===== config.mk =====
export PLATFORM = sky130hd
export DESIGN_NAME = serial_sub8
export DESIGN_NICKNAME = d
export VERILOG_FILES = /design/src/rtl/serial_sub8.sv
export SDC_FILE = /design/constraint.sdc
export NUM_CORES = 1
export LEC_CHECK = 0
export ABC_AREA = 1
export BUFFER_PORTS_ARGS = -buffer_cell sky130_fd_sc_hd__buf_2
export CELL_PAD_IN_SITES_DETAIL_PLACEMENT = 1
export CELL_PAD_IN_SITES_GLOBAL_PLACEMENT = 1
export CORE_MARGIN = 3
export CORE_UTILIZATION = 42
export DETAILED_ROUTE_END_ITERATION = 6
export PLACE_DENSITY_LB_ADDON = 0.1
export SETUP_SLACK_MARGIN = 0.5
export SYNTH_ARGS = -nofsm -noshare
export SYNTH_HDL_FRONTEND = slang
export SYNTH_SLANG_ARGS = --single-unit

===== constraint.sdc =====
create_clock -name clk -period 2.8 [get_ports clk]
set_clock_uncertainty 0.1 [all_clocks]
set_input_delay 0.56 -clock clk [delete_from_list [all_inputs] [get_ports clk]]
set_output_delay 0.56 -clock clk [all_outputs]
set_load 0.1 [all_outputs]

===== src/rtl/serial_sub8.sv =====
// Bit-serial LSB-first subtractor: D = A - B - bin through one full-subtractor cell over WIDTH clocks.
// Optional signed-overflow output ovf is built when SERIAL_SUB_OVF_EN is defined.
module serial_sub8 #(
  parameter int WIDTH = 8
) (
  input  logic             clk,
  input  logic             rst,
  input  logic             load,
  input  logic [WIDTH-1:0] A,
  input  logic [WIDTH-1:0] B,
  input  logic             bin,
  output logic [WIDTH-1:0] D,
  output logic             bout,
  output logic             busy,
  output logic             done
`ifdef SERIAL_SUB_OVF_EN
  ,
  output logic             ovf
`endif
);

  localparam int CW = (WIDTH > 2) ? $clog2(WIDTH) : 1;
  localparam logic [0:0] IDLE = 1'b0;
  localparam logic [0:0] SUB  = 1'b1;
  localparam logic [CW-1:0] LAST = CW'(WIDTH - 1);

  logic [0:0]       state_q, state_d;
  logic [WIDTH-1:0] areg_q, areg_d;
  logic [WIDTH-1:0] breg_q, breg_d;
  logic [WIDTH-2:0] res_q, res_d;
  logic             borrow_q, borrow_d;
  logic [CW-1:0]    count_q, count_d;
  logic [WIDTH-1:0] d_q, d_d;
  logic             bout_q, bout_d;
  logic             done_q, done_d;

  logic             a_bit, b_bit, diff, borrow_nxt;
  logic [WIDTH-1:0] shifted;

`ifdef SERIAL_SUB_OVF_EN
  logic amsb_q, amsb_d;
  logic bmsb_q, bmsb_d;
  logic ovf_q, ovf_d;
`endif

  // Full-subtractor cell on the current LSBs
  assign a_bit      = areg_q[0];
  assign b_bit      = breg_q[0];
  assign diff       = a_bit ^ b_bit ^ borrow_q;
  assign borrow_nxt = (~a_bit & b_bit) | (~(a_bit ^ b_bit) & borrow_q);
  assign shifted    = {diff, res_q};

  always_comb begin
    state_d  = state_q;
    areg_d   = areg_q;
    breg_d   = breg_q;
    res_d    = res_q;
    borrow_d = borrow_q;
    count_d  = count_q;
    d_d      = d_q;
    bout_d   = bout_q;
    done_d   = 1'b0;
`ifdef SERIAL_SUB_OVF_EN
    amsb_d   = amsb_q;
    bmsb_d   = bmsb_q;
    ovf_d    = ovf_q;
`endif
    case (state_q)
      IDLE: begin
        if (load) begin
          areg_d   = A;
          breg_d   = B;
          borrow_d = bin;
          count_d  = '0;
          state_d  = SUB;
`ifdef SERIAL_SUB_OVF_EN
          amsb_d   = A[WIDTH-1];
          bmsb_d   = B[WIDTH-1];
`endif
        end
      end
      default: begin
        areg_d   = areg_q >> 1;
        breg_d   = breg_q >> 1;
        res_d    = shifted[WIDTH-1:1];
        borrow_d = borrow_nxt;
        count_d  = count_q + 1'b1;
        // Last bit: publish the full word and return to IDLE in the same edge
        if (count_q == LAST) begin
          d_d     = shifted;
          bout_d  = borrow_nxt;
          done_d  = 1'b1;
          count_d = '0;
          state_d = IDLE;
`ifdef SERIAL_SUB_OVF_EN
          ovf_d   = (amsb_q != bmsb_q) && (diff != amsb_q);
`endif
        end
      end
    endcase
  end

  always_ff @(posedge clk) begin
    if (rst) begin
      state_q  <= IDLE;
      areg_q   <= '0;
      breg_q   <= '0;
      res_q    <= '0;
      borrow_q <= 1'b0;
      count_q  <= '0;
      d_q      <= '0;
      bout_q   <= 1'b0;
      done_q   <= 1'b0;
`ifdef SERIAL_SUB_OVF_EN
      amsb_q   <= 1'b0;
      bmsb_q   <= 1'b0;
      ovf_q    <= 1'b0;
`endif
    end else begin
      state_q  <= state_d;
      areg_q   <= areg_d;
      breg_q   <= breg_d;
      res_q    <= res_d;
      borrow_q <= borrow_d;
      count_q  <= count_d;
      d_q      <= d_d;
      bout_q   <= bout_d;
      done_q   <= done_d;
`ifdef SERIAL_SUB_OVF_EN
      amsb_q   <= amsb_d;
      bmsb_q   <= bmsb_d;
      ovf_q    <= ovf_d;
`endif
    end
  end

  assign D    = d_q;
  assign bout = bout_q;
  assign done = done_q;
  assign busy = (state_q == SUB);
`ifdef SERIAL_SUB_OVF_EN
  assign ovf  = ovf_q;
`endif

endmodule


==> qor.yml, run 1 <==
grt_usage: 0.1953
r2r_slack_ns: 1.19
dieArea_mm2: 0.004570
min_period_ns: 1.727
grt_pass1_wl_um: 6610
clockRootBuffer: "clkbuf_8"
tightest_slew_ns: 0.6504
drtIter0Drc: 61
synthDistinctLibCells: 18
fin_nets: 260
fmax_mhz: 579.1
cts_made_buffers: 5
multiInputGateArea_um2: 641.9
utilization: 0.5235
seq_area_um2: 760.7
yosysSeqAreaShare: 0.4772
cts_buffer_depth: 2
ant_nets: 0
layout_common_cells: "nand2_1 (53), nand3_1 (39), dfxtp_1 (38)"
fin_tns_setup_ns: 0
finalNonFillerCells: 283
whs_ns: 0.3699
syn_nets: 231
finalHoldViolCount: 0
final_common_cell: "nand2_1"
cts.sink_count: 38
crit_chain: "buf_2"
ctsHtreeMaxLevel: 2
required_ns: 2.14
maxCapViolCount: 0
holdPathEnd: "count_q[1]"
drive_above_1_share: 0.1899
period_share: 0.6167
cts.clk_slew.worst_paths_ns: 0.07
p_leak_nw: 0.9271
cts_tree: "done"
crit_family: "buffers and inverters"
finalSetupViolCount: 0
ios: 31
r2r_cells: 6
syn2layout_area_growth_pct: 14.76
maxSlewViolCount: 0
globalplace.congestion: 0.7123
place_hpwl_um: 2734
filler_cell_count: 444
grt_max_degree: 24
initial_core_util: 0.4561
synth_top_area_share: 0.4772
worstReg2RegStart: "count_q[0]"
grt_pass1_vias: 1437
slowest_delay_ns: 0.43
diodes: 0
startpoint_type: "flip-flop"
syn-cell-area_mm2: 0.001594
antenna_found_initial: 0
reg2reg_to: "D[1]"
numPortBuffers: 30
overflow: 0
p_per_area_mw_per_mm2: 580.9
cpMaxStageDelayCell: "buf_2"
ctsHoldBuffers: 0
min_path_type: "in -> reg"
crit_fanout: 2
vdd_ir_drop_max_uv: 348.4
synth-seq-cells: 38
coreArea_mm2: 0.003495
yosys_warnings: 0
status: "complete, no violations"
pre_cts_slack_ns: 0.9336
row_count: 21
die_w_um: 67.61
synth.avg_cell_area_um2: 7.701
rsz0062_at_grt: "false"
cp-end-kind: "output port"
crit_buf_inv: 1
hp-start: "rst"
drt-vias-per-instance: 4.951
post_cts_resized: 0
drc_errors: 0
layout_setup_ws_ns: 1.073
drt_wl_total_um: 3807
die_y_um: 67.61
postCtsSetupRepairBufs: 0
synthTopCellsByArea: "dfxtp_1 (48%), nand2_1 (12%), nand3_1 (12%)"
clk_latency_ns: 0.28
dr_total_vias: 1401
path_class: "reg -> out"
yosysTopAreaCell: "dfxtp_1"
wl_per_cell_um: 13.45
critPathArrivalTime_ns: 1.07
synthCells: 207
dp_cells: 275
slew_headroom: 0.5659
hold_path_depth: 2
drt_pass1_iterations: 4
-- stage by stage --
step / total power (W) / instance area (um2)
after global routing: 0.001122 / 1829
after detailed placement: 0.0006947 / 1738
final: 0.001063 / 1829
after floorplan: 0.0006673 / 1594
after global placement: 0.0006897 / 1738
after CTS: 0.001078 / 1829
-- sequential cells by signal (all words and copies together), names as in the netlist --
signal,count
D,8
areg_q,8
borrow_q,1
bout,1
breg_q,8
busy,1
count_q,3
done,1
res_q,7
-- synth_stat cells, drive strengths merged --
master and n:
buf 10, nand2 57, o21ai 11, dfxtp 38, nand3 39, nor2 7
inv 30, ha 3, o22ai 6, fa 1, nor3 1, a21oi 4
-- area by class of cell --
| class | count | area share |
|---|---|---|
| sequential | 38 | 0.4159 |
| multi-input combinational | 129 | 0.3509 |
| timing repair buffer | 32 | 0.09029 |
| inverter | 30 | 0.06156 |
| clock buffer | 7 | 0.04720 |
| tap | 46 | 0.03146 |
| clock inverter | 1 | 0.002736 |
-- worst max path at each step --
stage | cells after the start | slack (ns) | endpoint | start
4_1_cts | 1 | 1.06 | D[4] | D[4]
2_1_floorplan | 7 | 1.00 | areg_q[0] | busy
3_5_place_dp | 5 | 0.93 | count_q[0] | rst
3_3_place_gp | 5 | 1.01 | count_q[0] | rst
5_1_grt | 6 | 1.0 | D[1] | count_q[0]
6_report | 1 | 1.07 | D[0] | D[0]
-- where the power goes --
part | leakage (nW) | internal (W) | switching [W]
logic | 0.570 | 0.0000385 | 0.0000734
clock network | 0.0482 | 0.000199 | 0.000183
registers | 0.309 | 0.000559 | 0.00000982
-- logic make-up (layout without fill, tap and decap cells) --
family	count (synthesis)	in the layout	synth area share
AOI/OAI and AO/OA	21	21	0.07064
DFF	38	38	0.4772
adders and majority gates	4	4	0.03611
and+or+nand+nor	104	104	0.2959
buffers and inverters	40	70	0.1201
-- layer usage --
metal,global-route usage,routed length [um],up-vias,part of all wire
li1,-,-,712,-
met1,0.2337,1664,658,0.44
met2,0.3329,1899,25,0.50
met3,0.05824,193,6,0.051
met4,0.06076,49,0,0.013
met5,0,0,-,0
Power figures use the tool's default switching activity.
==> inputs of run 2 (changes only) <==
--- a/config.mk
+++ b/config.mk
@@ -5,12 +5,12 @@
 export SDC_FILE = /design/constraint.sdc
 export NUM_CORES = 1
 export LEC_CHECK = 0
-export ABC_AREA = 1
+export ABC_AREA = 0
 export BUFFER_PORTS_ARGS = -buffer_cell sky130_fd_sc_hd__buf_2
 export CELL_PAD_IN_SITES_DETAIL_PLACEMENT = 1
 export CELL_PAD_IN_SITES_GLOBAL_PLACEMENT = 1
 export CORE_MARGIN = 3
-export CORE_UTILIZATION = 42
+export CORE_UTILIZATION = 41
 export DETAILED_ROUTE_END_ITERATION = 6
 export PLACE_DENSITY_LB_ADDON = 0.1
 export SETUP_SLACK_MARGIN = 0.5
==> constraint.sdc (replaced) <==
create_clock -name clk -period 1.7 [get_ports clk]
set_clock_uncertainty 0.1 [all_clocks]
set_input_delay 0.34 -clock clk [delete_from_list [all_inputs] [get_ports clk]]
set_output_delay 0.34 -clock clk [all_outputs]
set_load 0.1 [all_outputs]
==> qor.yml, run 2 <==
required_ns: 1.78
wl_per_cell_um: 18.26
muxShareOfSynthArea: 0.1468
grtUsageMet1: 0.2353
maxCapViolCount: 0
crit_fanout: 2
reg2reg_to: "res_q[6]"
coreArea_mm2: 0.003744
place_hpwl_um: 2351
finalHoldViolCount: 0
ctsHtreeMaxLevel: 2
yosysMostFrequentCell: "dfxtp_1"
crit_family: "adder cells"
synth_edf_count: 0
synthDistinctLibCells: 21
p_per_area_mw_per_mm2: 791.3
synthCells: 161
synthFlopType: "dfxtp_1"
layout_common_cells: "mux2i_1 (23), dfxtp_1 (22), buf_2 (18)"
vdd_ir_drop_max_uv: 674.2
row_count: 22
whs_ns: 0.2512
crit_start: "breg_q[0]"
path_class: "reg -> reg"
finalPower_w: 0.001862
dr_total_vias: 1303
die_w_um: 69.18
synthAdderAreaFrac: 0.03517
drive_above_1_share: 0.5127
yosysTopAreaCell: "dfxtp_1"
status: "complete, no violations"
fmax_mhz: 745.3
tightest_slew_ns: 0.4445
dieArea_mm2: 0.004786
synth_top_area_share: 0.4648
overflow: 0
cts_buffer_depth: 2
ctsHoldBuffers: 0
drt-vias-per-instance: 5.318
startpoint_type: "flip-flop"
r2r_slack_ns: 0.36
fin_tns_setup_ns: 0
yosys_warnings: 0
finalSetupViolCount: 0
critPathArrivalTime_ns: 1.42
hp-start: "B[7]"
cts_made_buffers: 5
diodes: 0
holdPathEnd: "breg_q[7]"
synthTopCellsByArea: "dfxtp_1 (46%), mux2i_1 (15%), a211oi_1 (6.9%)"
ant_nets: 0
syn_nets: 185
drtIter0Drc: 68
period_share: 0.7893
synth_compound_area_frac: 0.1674
drt_wl_total_um: 4474
worstReg2RegStart: "breg_q[0]"
synth-seq-cells: 38
met3_usage: 0.06377
p_leak_nw: 0.9377
cts.sink_count: 38
antenna_found_initial: 0
grt_pass1_vias: 1399
yosysSeqAreaShare: 0.4648
clk_latency_ns: 0.29
syn-cell-area_mm2: 0.001637
grt_pass1_wl_um: 7134
fin_nets: 222
crit_chain: "inv_2, fa_2, mux2i_2, nor2_2"
crit_buf_inv: 1
min_period_ns: 1.342
clockRootBuffer: "clkbuf_8"
cts_tree: "done"
grtUsageMet2: 0.3104
final_common_cell: "mux2i_1"
drc_errors: 0
cpMaxStageDelayCell: "fa_2"
die_y_um: 69.18
maxSlewViolCount: 0
min_path_type: "in -> reg"
synth_top_family_by_area: "compound AO/OA/AOI/OAI gates"
synth.avg_cell_area_um2: 10.17
synth_simple_gate_area_frac: 0.1330
dp_cells: 228
grt_max_degree: 22
r2r_cells: 4
slew_headroom: 0.7036
cts.clk_slew.worst_paths_ns: 0.07
drt_pass1_iterations: 2
hold_path_depth: 3
syn2layout_area_growth_pct: 43.81
synthArstFlopShare: 0
synth_xor_area_frac: 0
numPortBuffers: 30
initial_core_util: 0.4372
synth_common_cells: "dfxtp_1 (38), mux2i_1 (24), a211oi_1 (15)"
slowest_delay_ns: 0.47
ios: 31
rsz0062_at_grt: "true"
grt_usage: 0.1948
finalNonFillerCells: 245
globalplace.congestion: 0.6683
globalRoute.busiestLayer: "met2"
cp-end-kind: "flip-flop"
-- run 2: changes by cell type after synthesis, moves of 9 or more --
cell,change
nor2b_1,+14
a21oi_1,+9
o21ai_0,-11
nand2_1,-50
nand3_1,-31
a211oi_1,+15
mux2i_1,+24
inv_1,-26
-- run 2: worst max-delay path by stage --
stage	end	slack [ns]	cells after the start
global placement	count_q[1]	0.27	3
CTS	count_q[0]	0.36	4
global route	res_q[6]	0.33	4
floorplan	res_q[6]	0.42	4
detailed placement	count_q[1]	0.23	3
finish	res_q[6]	0.36	4
-- run 2: final cells by class --
cell class | instances | area, um2
multi-input cells | 106 | 928.4
well taps | 48 | 60.06
fillers | 392 | 1390
flip-flops and latches | 38 | 783.3
repair buffers | 44 | 488.0
clock buffers | 6 | 82.58
inverters | 3 | 11.26
-- run 2: repair_timing --
action	in CTS	in global routing
pin swaps	16	17
cloned	1	0
buffers inserted	9	1
gates resized for setup	59	20
setup endpoints to repair	41	39
-- run 2: stage by stage --
step	worst slack (ns)	area [um2]	utilization
3_3_place_gp	0.2664	1858	0.4963
6_report	0.3582	2354	0.6287
5_1_grt	0.3282	2354	0.6287
4_1_cts	0.3614	2263	0.6046
3_5_place_dp	0.2300	1858	0.4963
2_1_floorplan	0.4178	1707	-
-- run 2: worst reg2reg max path, cell delays in order, from the launching register on --
cell,delay (ns)
dfxtp_2,0.34
inv_2,0.04
fa_2,0.47
mux2i_2,0.22
nor2_2,0.07
-- run 2: cell families after synthesis --
logic type / after synthesis
simple gates: 40
compound gates: 38
flops: 38
mux: 24
buf+inv: 17
fa+ha+maj: 4
-- run 2: layer usage --
| metal | wire (um) | part of all wire |
|---|---|---|
| met1 | 2000 | 0.45 |
| met2 | 2235 | 0.50 |
| met3 | 151 | 0.034 |
| met4 | 86 | 0.019 |
| met5 | 0 | 0 |
-- run 2: where the power goes --
| group | internal (W) | total, W | leakage [nW] | switching [W] |
|---|---|---|---|---|
| Clock | 0.000313 | 0.000613 | 0.0431 | 0.000300 |
| Sequential | 0.000934 | 0.000967 | 0.318 | 0.0000332 |
| Combinational | 0.000138 | 0.000283 | 0.576 | 0.000145 |
| Total | 0.00138 | 0.00186 | 0.938 | 0.000479 |
